**config.mk**
```make
export PLATFORM = sky130hd
export DESIGN_NAME = cpu_core_mc
export DESIGN_NICKNAME = d
export VERILOG_FILES = /design/src/rtl/cpu_pkg.sv /design/src/rtl/cpu_regfile.sv /design/src/rtl/cpu_core_mc.sv
export SDC_FILE = /design/constraint.sdc
export NUM_CORES = 1
export LEC_CHECK = 0
export CAP_MARGIN = 10
export CORE_MARGIN = 1.5
export CORE_UTILIZATION = 40
export CTS_CLUSTER_SIZE = 14
export DETAILED_ROUTE_END_ITERATION = 8
export GPL_TIMING_DRIVEN = 1
export SYNTH_ARGS = -nofsm -noshare
export SYNTH_HDL_FRONTEND = slang
export SYNTH_SLANG_ARGS = --single-unit
export TNS_END_PERCENT = 100
```
**constraint.sdc**
```tcl
create_clock -name clk -period 4.57 [get_ports clk]
set_input_delay 1.1425 -clock clk [delete_from_list [all_inputs] [get_ports clk]]
set_output_delay 1.1425 -clock clk [all_outputs]
set_load 0.01 [all_outputs]
```
**src/rtl/cpu_pkg.sv**
```systemverilog
// Shared definitions for the multi-cycle core: opcodes, FSM states, field slices.
package cpu_pkg;

  localparam logic [3:0] OP_ADD  = 4'd0;
  localparam logic [3:0] OP_SUB  = 4'd1;
  localparam logic [3:0] OP_MOV  = 4'd2;
  localparam logic [3:0] OP_ADDI = 4'd3;
  localparam logic [3:0] OP_LD   = 4'd4;
  localparam logic [3:0] OP_ST   = 4'd5;
  localparam logic [3:0] OP_JMP  = 4'd6;
  localparam logic [3:0] OP_JZ   = 4'd7;

  localparam logic [7:0] HLT_INSTR = 8'hFF;

  // Instruction byte field slices
  localparam int OP_MSB = 7;
  localparam int OP_LSB = 4;
  localparam int RD_MSB = 3;
  localparam int RD_LSB = 2;
  localparam int RS_MSB = 1;
  localparam int RS_LSB = 0;

  typedef enum logic [2:0] {
    S_FETCH,
    S_OPND,
    S_EXEC,
    S_MEM,
    S_HALT
  } state_e;

  // Opcodes that carry an operand word after the instruction byte
  function automatic logic is_two_byte(input logic [3:0] op);
    return (op >= OP_ADDI) && (op <= OP_JZ);
  endfunction

endpackage

```
**src/rtl/cpu_regfile.sv**
```systemverilog
// Four-entry register file: two operand read ports, a debug read port, one write port.
module cpu_regfile #(
  parameter int DATA_W = 8
) (
  input  logic              clk,
  input  logic              rst_n,
  input  logic              we_i,
  input  logic [1:0]        waddr_i,
  input  logic [DATA_W-1:0] wdata_i,
  input  logic [1:0]        raddr_a_i,
  input  logic [1:0]        raddr_b_i,
  input  logic [1:0]        dbg_sel_i,
  output logic [DATA_W-1:0] rdata_a_o,
  output logic [DATA_W-1:0] rdata_b_o,
  output logic [DATA_W-1:0] dbg_data_o
);

  logic [3:0][DATA_W-1:0] regs_q;

  // Register storage, cleared by reset, single synchronous write
  always_ff @(posedge clk or negedge rst_n) begin
    if (!rst_n) regs_q <= '0;
    else if (we_i) regs_q[waddr_i] <= wdata_i;
  end

  assign rdata_a_o  = regs_q[raddr_a_i];
  assign rdata_b_o  = regs_q[raddr_b_i];
  assign dbg_data_o = regs_q[dbg_sel_i];

endmodule

```
**src/rtl/cpu_core_mc.sv**
```systemverilog
// Multi-cycle core: one shared req/ready memory port for fetch, operand and data.
module cpu_core_mc
  import cpu_pkg::*;
#(
  parameter int                DATA_W   = 8,
  parameter int                ADDR_W   = 8,
  parameter logic [ADDR_W-1:0] RESET_PC = '0
) (
  input  logic              clk,
  input  logic              rst_n,
  output logic              mem_req,
  output logic              mem_we,
  output logic [ADDR_W-1:0] mem_addr,
  output logic [DATA_W-1:0] mem_wdata,
  input  logic [DATA_W-1:0] mem_rdata,
  input  logic              mem_ready,
  output logic              halted,
  output logic              err,
  output logic              retire,
  output logic [ADDR_W-1:0] pc_o,
  input  logic [1:0]        dbg_sel,
  output logic [DATA_W-1:0] dbg_data
);

  state_e              state_q, state_d;
  logic [ADDR_W-1:0]   pc_q, pc_d;
  logic [7:0]          ir_q, ir_d;
  logic [DATA_W-1:0]   opnd_q, opnd_d;
  logic                z_q, z_d, err_q, err_d, retire_q, retire_d;
  logic                live_q;  // low for the first edge after reset so mem_req stays low in reset

  logic [7:0]          instr;
  logic [3:0]          instr_op, op;
  logic [1:0]          rd, rs;
  logic [ADDR_W-1:0]   tgt;
  logic                rf_we;
  logic [DATA_W-1:0]   rf_wdata, rd_val, rs_val;

  assign instr    = mem_rdata[7:0];
  assign instr_op = instr[OP_MSB:OP_LSB];
  assign op       = ir_q[OP_MSB:OP_LSB];
  assign rd       = ir_q[RD_MSB:RD_LSB];
  assign rs       = ir_q[RS_MSB:RS_LSB];
  assign tgt      = ADDR_W'(opnd_q);

  cpu_regfile #(.DATA_W(DATA_W)) u_rf (
    .clk       (clk),
    .rst_n     (rst_n),
    .we_i      (rf_we),
    .waddr_i   (rd),
    .wdata_i   (rf_wdata),
    .raddr_a_i (rd),
    .raddr_b_i (rs),
    .dbg_sel_i (dbg_sel),
    .rdata_a_o (rd_val),
    .rdata_b_o (rs_val),
    .dbg_data_o(dbg_data)
  );

  // Architectural and control state
  always_ff @(posedge clk or negedge rst_n) begin
    if (!rst_n) begin
      state_q  <= S_FETCH;
      pc_q     <= RESET_PC;
      ir_q     <= '0;
      opnd_q   <= '0;
      z_q      <= 1'b0;
      err_q    <= 1'b0;
      retire_q <= 1'b0;
      live_q   <= 1'b0;
    end else begin
      state_q  <= state_d;
      pc_q     <= pc_d;
      ir_q     <= ir_d;
      opnd_q   <= opnd_d;
      z_q      <= z_d;
      err_q    <= err_d;
      retire_q <= retire_d;
      live_q   <= 1'b1;
    end
  end

  // Next-state, bus drive, ALU and register write
  always_comb begin
    state_d   = state_q;
    pc_d      = pc_q;
    ir_d      = ir_q;
    opnd_d    = opnd_q;
    z_d       = z_q;
    err_d     = err_q;
    retire_d  = 1'b0;
    rf_we     = 1'b0;
    rf_wdata  = '0;
    mem_req   = 1'b0;
    mem_we    = 1'b0;
    mem_addr  = pc_q;
    mem_wdata = '0;
    unique case (state_q)
      S_FETCH: begin
        mem_req = live_q;
        if (mem_req && mem_ready) begin
          ir_d = instr;
          pc_d = pc_q + ADDR_W'(1);
          if (instr == HLT_INSTR) begin
            state_d  = S_HALT;
            retire_d = 1'b1;
          end else if (instr_op > OP_JZ) begin
            state_d = S_HALT;
            err_d   = 1'b1;
          end else if (is_two_byte(instr_op)) begin
            state_d = S_OPND;
          end else begin
            state_d = S_EXEC;
          end
        end
      end
      S_OPND: begin
        mem_req = 1'b1;
        if (mem_ready) begin
          opnd_d  = mem_rdata;
          pc_d    = pc_q + ADDR_W'(1);
          state_d = (op == OP_LD || op == OP_ST) ? S_MEM : S_EXEC;
        end
      end
      S_EXEC: begin
        retire_d = 1'b1;
        state_d  = S_FETCH;
        case (op)
          OP_ADD:  begin rf_we = 1'b1; rf_wdata = rd_val + rs_val; end
          OP_SUB:  begin rf_we = 1'b1; rf_wdata = rd_val - rs_val; end
          OP_MOV:  begin rf_we = 1'b1; rf_wdata = rs_val; end
          OP_ADDI: begin rf_we = 1'b1; rf_wdata = rd_val + opnd_q; end
          OP_JMP:  pc_d = tgt;
          OP_JZ:   if (z_q) pc_d = tgt;
          default: ;
        endcase
      end
      S_MEM: begin
        mem_req   = 1'b1;
        mem_addr  = tgt;
        mem_we    = (op == OP_ST);
        mem_wdata = (op == OP_ST) ? rs_val : '0;
        if (mem_ready) begin
          retire_d = 1'b1;
          state_d  = S_FETCH;
          if (op == OP_LD) begin
            rf_we    = 1'b1;
            rf_wdata = mem_rdata;
          end
        end
      end
      S_HALT: ;
      default: state_d = S_FETCH;
    endcase
    // Every written result except MOV updates Z
    if (rf_we && op != OP_MOV) z_d = (rf_wdata == '0);
  end

  assign halted = (state_q == S_HALT);
  assign err    = err_q;
  assign retire = retire_q;
  assign pc_o   = pc_q;

endmodule

```
Word level (Yosys, flattened, before mapping)

Index checks and enable logic that the tools add are counted.

Register bits: 63
Output and inout bits: 37

Add/sub/neg operators: 4
Order comparisons: 7
Eq/ne operators: 18
Mux-type cells: 39
Bitwise operators: 2
Reduce and logical (&&, ||, !) cells: 16

Operators by type and width:

| operator                                                                             | count |
|---|---|
| 8-bit 2-to-1 mux                                                                     | 12 |
| 8-bit binary-select mux with 2-bit select                                            | 3 |
| 32-bit bitwise mux                                                                   | 1 |
| 8-bit one-hot mux with 2 select lines                                                | 2 |
| 8-bit one-hot mux with 4 select lines                                                | 1 |
| 8-bit one-hot mux with 3 select lines                                                | 1 |
| 8-bit adder                                                                          | 2 |
| 8-bit demux with 2-bit select                                                        | 1 |
| 4-bit by 3-bit == test with 1-bit output (second input constant)                     | 4 |
| 3-bit 2-to-1 mux                                                                     | 5 |
| 3-bit one-hot mux with 4 select lines                                                | 1 |
| 2-bit by 3-bit < comparator with 1-bit output (second input constant)                | 3 |
| 8-bit by 1-bit adder with 8-bit output (second input constant)                       | 1 |
| 4-bit by 2-bit == test with 1-bit output (second input constant)                     | 2 |
| 8-bit == test (second input constant)                                                | 1 |
| 8-bit zero test                                                                      | 1 |
| 1-bit 2-to-1 mux                                                                     | 8 |
| 4-bit AND reduction                                                                  | 2 |
| 8-bit subtractor                                                                     | 1 |
| 3-bit by 2-bit == test with 1-bit output (second input constant)                     | 2 |
| 2-bit != test (second input constant)                                                | 3 |
| 5-bit AND reduction                                                                  | 1 |
| 4-bit by 1-bit == test with 1-bit output (second input constant)                     | 1 |
| 4-bit by 2-bit greater-or-equal comparator with 1-bit output (second input constant) | 1 |
| other kinds (20)                                                                     | 26 |

Depth between registers and ports, before layout

Gate-level depths: netlist of the first run.

Word-level depth: 7
Mapped depth: 17

Hierarchy

From an unflattened synthesis of the first run, not the netlist that was laid out.

Cell total of the unflattened synthesis: 397
Area total of the unflattened synthesis: 4242.8 um^2

By module, submodules not included:

| module      | times used | cells an instance | area each (um^2) |
|---|---|---|---|
| cpu_core_mc | 1          | 299               | 2463.6 |
| cpu_regfile | 1          | 98                | 1779.2 |

Least setup slack after synthesis of the first run

No wires, ideal clock.

Path type: reg-to-reg
From: register ir_q[0]
To: register u_rf.regs_q[31] (netlist bit)
Library setup time: 0.125 ns
Arrival time: 3.549 ns
Required time: 4.445 ns
Path slack: 0.896 ns
Stages on the path, launching flop included: 17
Buffers on the path: 1
Period minus slack after synthesis: 3.674 ns
Path through: dfrtp_1 buf_6 mux4_2 inv_1 ha_1 nand2b_1 nor4_1 mux2i_1 o21ai_1 ha_1 or3_1 o21ai_0 a21oi_1 xnor3_1 o21ai_2 a22o_4 mux2_2

Longest elaborated chain between the ends: 6
Elaborated cells between the ends (all ways): 7
Those cells by class: add/sub: 2; mux: 5

Ends and longest elaborated chain:

| what                                                   | RTL line                               | RTL |
|---|---|---|
| from (decl)                                            | cpu_core_mc.sv:27                      | `logic [7:0] ir_q, ir_d;` |
| from (signal assigned)                                 | cpu_core_mc.sv:74                      | `ir_q <= ir_d;` |
| 8-bit binary-select mux with 2-bit select *            | cpu_regfile.sv:27                      | `assign rdata_b_o = regs_q[raddr_b_i];` |
| 8-bit 2-to-1 mux (not written as such) *               | cpu_regfile.sv:27                      |  |
| 8-bit subtractor / 8-bit adder (equally long branches) | cpu_core_mc.sv:130, cpu_core_mc.sv:129 |  |
| 8-bit one-hot mux with 4 select lines *                | cpu_core_mc.sv:128                     | `case (op)` |
| 8-bit one-hot mux with 2 select lines *                | cpu_core_mc.sv:98                      | `unique case (state_q)` |
| 32-bit bitwise mux *                                   | cpu_regfile.sv:23                      | `else if (we_i) regs_q[waddr_i] <= wdata_i;` |
| to (signal, indexed assignment)                        | cpu_regfile.sv:23                      |  |
| to (decl)                                              | cpu_regfile.sv:18                      | `logic [3:0][DATA_W-1:0] regs_q;` |

Every way passes the cells marked *; elsewhere a longest branch is shown, timed or not. The select of a mux whose other input is x is not followed.
A chain may end at the register's enable or synchronous reset.

Final worst setup path of the first run

From: register ir_q[0]
To: register u_rf.regs_q[15] (netlist bit)

Same word-level chain as after synthesis.

==> results of run 1 <==
[logic make-up after synthesis]
logic type                 count (synthesis)
DFF                                       63
adders and majority gates                 10
buffers and inverters                     34
other                                      1
muxes                                     42
xor gates and xnor gates                   3
AOI/OAI and AO/OA                        104
and+or+nand+nor                          161
[final cells by class]
class	instances	area (µm²)	area share [%]
inverters	12	45.04	0.9073
well taps	133	166.4	3.352
clock buffers	9	123.9	2.495
multi-input cells	321	2387	48.08
repair buffers	60	568.0	11.44
flip-flops and latches	63	1577	31.75
clock inverters	7	97.59	1.966
[cell usage after synthesis (4+ instances only)]
master | n | area, µm²
a21o_1 | 4 | 30.03
a21oi_1 | 34 | 170.2
a22oi_1 | 6 | 45.04
a31oi_1 | 4 | 25.02
and2_1 | 6 | 37.54
and3_1 | 5 | 31.28
clkbuf_1 | 16 | 60.06
dfrtp_1 | 63 | 1577
ha_1 | 9 | 112.6
inv_1 | 11 | 41.29
mux2_2 | 12 | 135.1
mux4_2 | 22 | 495.5
nand2_1 | 63 | 236.5
nand3_1 | 6 | 30.03
nor2_1 | 45 | 168.9
nor2b_1 | 4 | 25.02
nor3_1 | 9 | 45.04
nor3b_1 | 5 | 37.54
o21ai_0 | 26 | 130.1
[registers in the layout, summed over array words and instances (netlist names)]
register     count
err              1
ir_q             8
live_q           1
opnd_q           8
pc_o             8
retire           1
state_q          3
u_rf.regs_q     32
z_q              1
[worst paths after layout]
kind | startpoint | to | depth (start not counted)
worst max-delay path | ir_q[0]$_DFFE_PN0P_ | u_rf.regs_q[15]$_DFFE_PN0P_ | 15
worst min-delay path | err$_DFFE_PN0P_ | err$_DFFE_PN0P_ | 1
worst max register to register | ir_q[0]$_DFFE_PN0P_ | u_rf.regs_q[15]$_DFFE_PN0P_ | 15
worst min register to register | err$_DFFE_PN0P_ | err$_DFFE_PN0P_ | 1
max in group asynchronous | rst_n | u_rf.regs_q[16]$_DFFE_PN0P_ | 2
min in group asynchronous | rst_n | state_q[2]$_DFFE_PN0P_ | 1
[power groups by stage]
stage / sequential [mW] / clock (mW) / combinational (mW)
2_1_floorplan: 0.912 / 0 / 1.16
3_3_place_gp: 1.04 / 0 / 1.50
3_5_place_dp: 1.05 / 0 / 1.54
4_1_cts: 1.03 / 0.555 / 1.56
5_1_grt: 1.08 / 0.580 / 1.71
6_report: 1.04 / 0.545 / 1.55
[per-layer routing]
layer | global-route usage [%] | share of wire, % | vias to the layer above
met2 | 34.73 | 47 | 128
met5 | 0 | 0 | -
met1 | 28.94 | 44 | 1759
li1 | - | - | 1640
met4 | 9.722 | 2.8 | 0
met3 | 3.634 | 5.6 | 22
[worst reg2reg max path, stage by stage (launching register included)]
cell and delay, ns:
dfrtp_1 0.51, mux4_2 0.64, inv_1 0.13, ha_1 0.22, nand2b_1 0.09, nor4_1 0.40
mux2i_1 0.26, o21ai_1 0.09, ha_1 0.24, or3_1 0.37, o21ai_0 0.11, a21oi_1 0.09
xnor3_1 0.39, o21ai_2 0.06, a22o_4 0.24, mux2_4 0.26
==> metrics.csv, run 1 <==
metric,value,unit
status,"complete, no violations",
synthArstFlopShare,100.0,%
rrSetupSlack,0.35,ns
crit_type,reg -> reg,
drtIter0Drc,237,
final_cells,605,
internal_power,1.849,mW
final_antenna_net_count,0,
cp_cell_sequence,mux4_2 -> inv_1 -> ha_1 -> nand2b_1 -> nor4_1 -> mux2i_1 -> o21ai_1 -> ha_1 -> or3_1 -> o21ai_0 -> a21oi_1 -> xnor3_1 -> o21ai_2 -> a22o_4 -> mux2_4,
ios,50,
core_area,9864,µm²
grt_pass1_vias,3502,
synthesis.nets,441,
antenna_found_initial,0,
rows,36,
synth_compound_area_share,16.26,%
cp.required,4.81,ns
synth-edff-count,0,
die_h,104.3,µm
muxShareOfSynthArea,18.49,%
min_period,4.219,ns
hold_slack,0.4891,ns
n_fill_cell,907,
synth.ff_latch_count,63,
synth_top_family_by_area,simple AND/OR/NAND/NOR gates,
dieArea,10870,µm²
cp_slowest_cell,mux4_2,
synthSimpleGateAreaFrac,19.16,%
drive_above_1_share,16.10,%
clkLatencyLatePin,0.35,ns
sw_frac_of_total,41.03,%
combPwrFrac,49.6,%
routed_via_density,5.866,
diodes,0,
wl_per_cell,18.54,µm
finalInstanceArea,4965,µm²
io_buffers,49,
yosys_warnings,0,
clock_sink_count,63,
skew,0.007701,ns
setup_ws,0.3505,ns
htreeDepth,3,
crit_top_cell,ha_1,
crit_buf_inv,1,
drc_errors,0,
cts_max_path_buffers,2,
worst_pin_slew,1.179,ns
synth_cell_types,61,
irDropWorstVdd,0.2681,mV
overflow,0,
switchingPower,1.287,mW
cts_tree,done,
syn2layout_area_growth,21.05,%
clockRootBuffer,clkbuf_8,
synthesis.area,4101,µm²
final_cell_mix,"63 x nand2_1, 63 x dfrtp_1, 48 x clkdlybuf4s50_1, 45 x nor2_1, 34 x a21oi_1",
power,3.136,mW
first_pass_iters,5,
postCtsResizedCells,0,
gp_congestion,0.8405,
setup_violations,0,
syn_avg_cell_area,9.812,µm²
p_leak,2.063,nW
hp-class,reg -> reg,
critPathCaptureType,flop,
cp.arrival,4.46,ns
synth_flop_cell,dfrtp_1,
finalCritPeriodShare,92.33,%
synthXorXnorAreaFrac,0.9762,%
max_freq,237.0,MHz
hold_buffers,0,
hold_viol_final,0,
power_frac_clock,17.4,%
drt_wl_total,11220,µm
rsz0062_at_grt,false,
pwr-share-seq,33.1,%
grt_pass1_wl,18430,µm
clkTransAtPathRegs,0.08,ns
cpPeakStageDelay,0.63,ns
synthCells,418,
dp_hpwl,8224,µm
synthAdderAreaFrac,3.234,%
final_util,50.33,%
placedCellCount,589,
postCtsSetupRepairBufs,0,
finalMaxSlewViolations,0,
tns,0,ns
die_w,104.3,µm
final_net_count,490,
power_density,631.7,nW/µm²
start_util,41.58,%
max_cap_violations,0,
crit_family,multiplexers,
vias,3549,
place_area,4743,µm²
post-place-ws,0.4241,ns
max_slew_margin,21.08,%
yosysSeqAreaShare,38.44,%
critPathLaunchType,flop,
grt_usage,21.71,%
grt_max_degree,36,
numCtsBuffers,9,
cp_max_fo,6,
Note: power is estimated with default switching activity, not from simulation.
==> inputs of run 2 (changes only) <==
- CORE_UTILIZATION: 40 -> 25
==> run 2 against run 1 <==
Compared with the run above:
- cell count rose by 14%
- flip-flop and latch count did not move
- sequential share of layout area fell by 1.0 points
- register-to-register slack improved by 0.03 ns
- via count rose by 1.1%
- utilization fell by 18 points
- critical path depth rose by 1
- critical path type unchanged
- largest cell class unchanged
==> metrics.csv, run 2 (synthesized netlist as in run 1, its figures left out) <==
metric,value,unit
status,"complete, no violations",
post-place-ws,0.4554,ns
final_util,32.18,%
grt_pass1_vias,3561,
routed_via_density,5.223,
cp_max_fo,6,
pwr-share-seq,31.7,%
diodes,0,
max_slew_margin,22.97,%
first_pass_iters,7,
drc_errors,0,
final_cells,687,
postCtsResizedCells,0,
cp.required,4.81,ns
drtIter0Drc,259,
core_area,15940,µm²
htreeDepth,3,
sw_frac_of_total,40.10,%
final_net_count,489,
vias,3588,
ff2ff_path_depth,16,
overflow,0,
grt_usage,14.79,%
combPwrFrac,47.7,%
crit_type,reg -> reg,
cp_cell_sequence,mux4_2 -> inv_1 -> ha_1 -> mux2i_1 -> o21a_1 -> inv_1 -> ha_1 -> a21o_1 -> a21oi_1 -> a2bb2oi_1 -> nor2b_1 -> xnor2_1 -> a222oi_1 -> buf_4 -> nand4_1 -> o31ai_2,
finalMaxSlewViolations,0,
rsz0062_at_grt,false,
postCtsSetupRepairBufs,0,
dp_hpwl,8886,µm
hp-class,reg -> reg,
worst_pin_slew,1.150,ns
die_w,131.1,µm
placedCellCount,671,
ff_latch_area,1577,µm²
cts_max_path_buffers,2,
cp.arrival,4.44,ns
power_density,643.1,nW/µm²
setup_violations,0,
ios,50,
wl_per_cell,17.75,µm
hold_slack,0.5080,ns
regMostFlops,u_rf.regs_q,
skew,0.003602,ns
clkTransAtPathRegs,0.05,ns
place_area,4840,µm²
hold_viol_final,0,
max_cap_violations,0,
rows,46,
switchingPower,1.323,mW
clock_sink_count,63,
dieArea,17180,µm²
drt_wl_total,12200,µm
finalCritPeriodShare,91.77,%
critPathCaptureType,flop,
finalInstanceArea,5131,µm²
numCtsBuffers,9,
critPathLaunchType,flop,
io_buffers,49,
antenna_found_initial,0,
n_fill_cell,1651,
cp_slowest_cell,mux4_2,
grt_max_degree,41,
largest_reg_flops,32,
clockRootBuffer,clkbuf_16,
setup_ws,0.3762,ns
syn2layout_area_growth,25.11,%
cts_tree,done,
grt_pass1_wl,19310,µm
final_cell_mix,"63 x nand2_1, 63 x dfrtp_1, 48 x clkdlybuf4s50_1, 45 x nor2_1, 34 x a21oi_1",
cpPeakStageDelay,0.62,ns
hold_buffers,0,
tns,0,ns
power,3.300,mW
internal_power,1.977,mW
whs_path_depth,1,
clkLatencyLatePin,0.33,ns
p_leak,2.099,nW
min_period,4.194,ns
final_antenna_net_count,0,
power_frac_clock,20.6,%
max_freq,238.4,MHz
gp_congestion,0.8595,
drive_above_1_share,15.50,%
start_util,25.73,%
die_h,131.1,µm
multi_input_comb_area,2387,µm²
irDropWorstVdd,0.2169,mV
[run 2: power groups by stage]
stage | Combinational (mW) | Clock [mW] | Sequential (mW)
after global placement | 1.50 | 0 | 1.04
final | 1.57 | 0.679 | 1.05
after global routing | 1.73 | 0.713 | 1.09
after CTS | 1.57 | 0.693 | 1.04
after floorplan | 1.16 | 0 | 0.912
after detailed placement | 1.57 | 0 | 1.05
[run 2: critical path: cells and delay by family, from the launching register on]
family	cells	cell delay, ns
compound gates	6	1.44
buf+inv	3	0.41
flops	1	0.51
mux	2	0.74
simple gates	2	0.37
xor+xnor	1	0.11
fa+ha+maj	2	0.53
[run 2: layer usage]
metal  wire length, µm  GRT usage (%)
met1              5180          18.88
met2              5973          24.42
met3               779          3.166
met4               262          6.012
met5                 0              0
[run 2: worst paths after layout]
check	startpoint	to	slack (ns)
max in group asynchronous	rst_n	u_rf.regs_q[17]$_DFFE_PN0P_	2.73
worst min-delay path	err$_DFFE_PN0P_	err$_DFFE_PN0P_	0.51
worst max-delay path	ir_q[0]$_DFFE_PN0P_	z_q$_DFFE_PN0P_	0.38
worst min register to register	err$_DFFE_PN0P_	err$_DFFE_PN0P_	0.51
worst max register to register	ir_q[0]$_DFFE_PN0P_	z_q$_DFFE_PN0P_	0.38
min in group asynchronous	rst_n	retire$_DFF_PN0_	0.95
[run 2: layout make-up]
cell class / instances / area share (%)
Multi-Input combinational cell: 321 / 46.53
Sequential cell: 63 / 30.72
Timing Repair Buffer: 59 / 10.92
Tap cell: 216 / 5.267
Clock buffer: 12 / 4.804
Clock inverter: 4 / 0.8778
Inverter: 12 / 0.8778
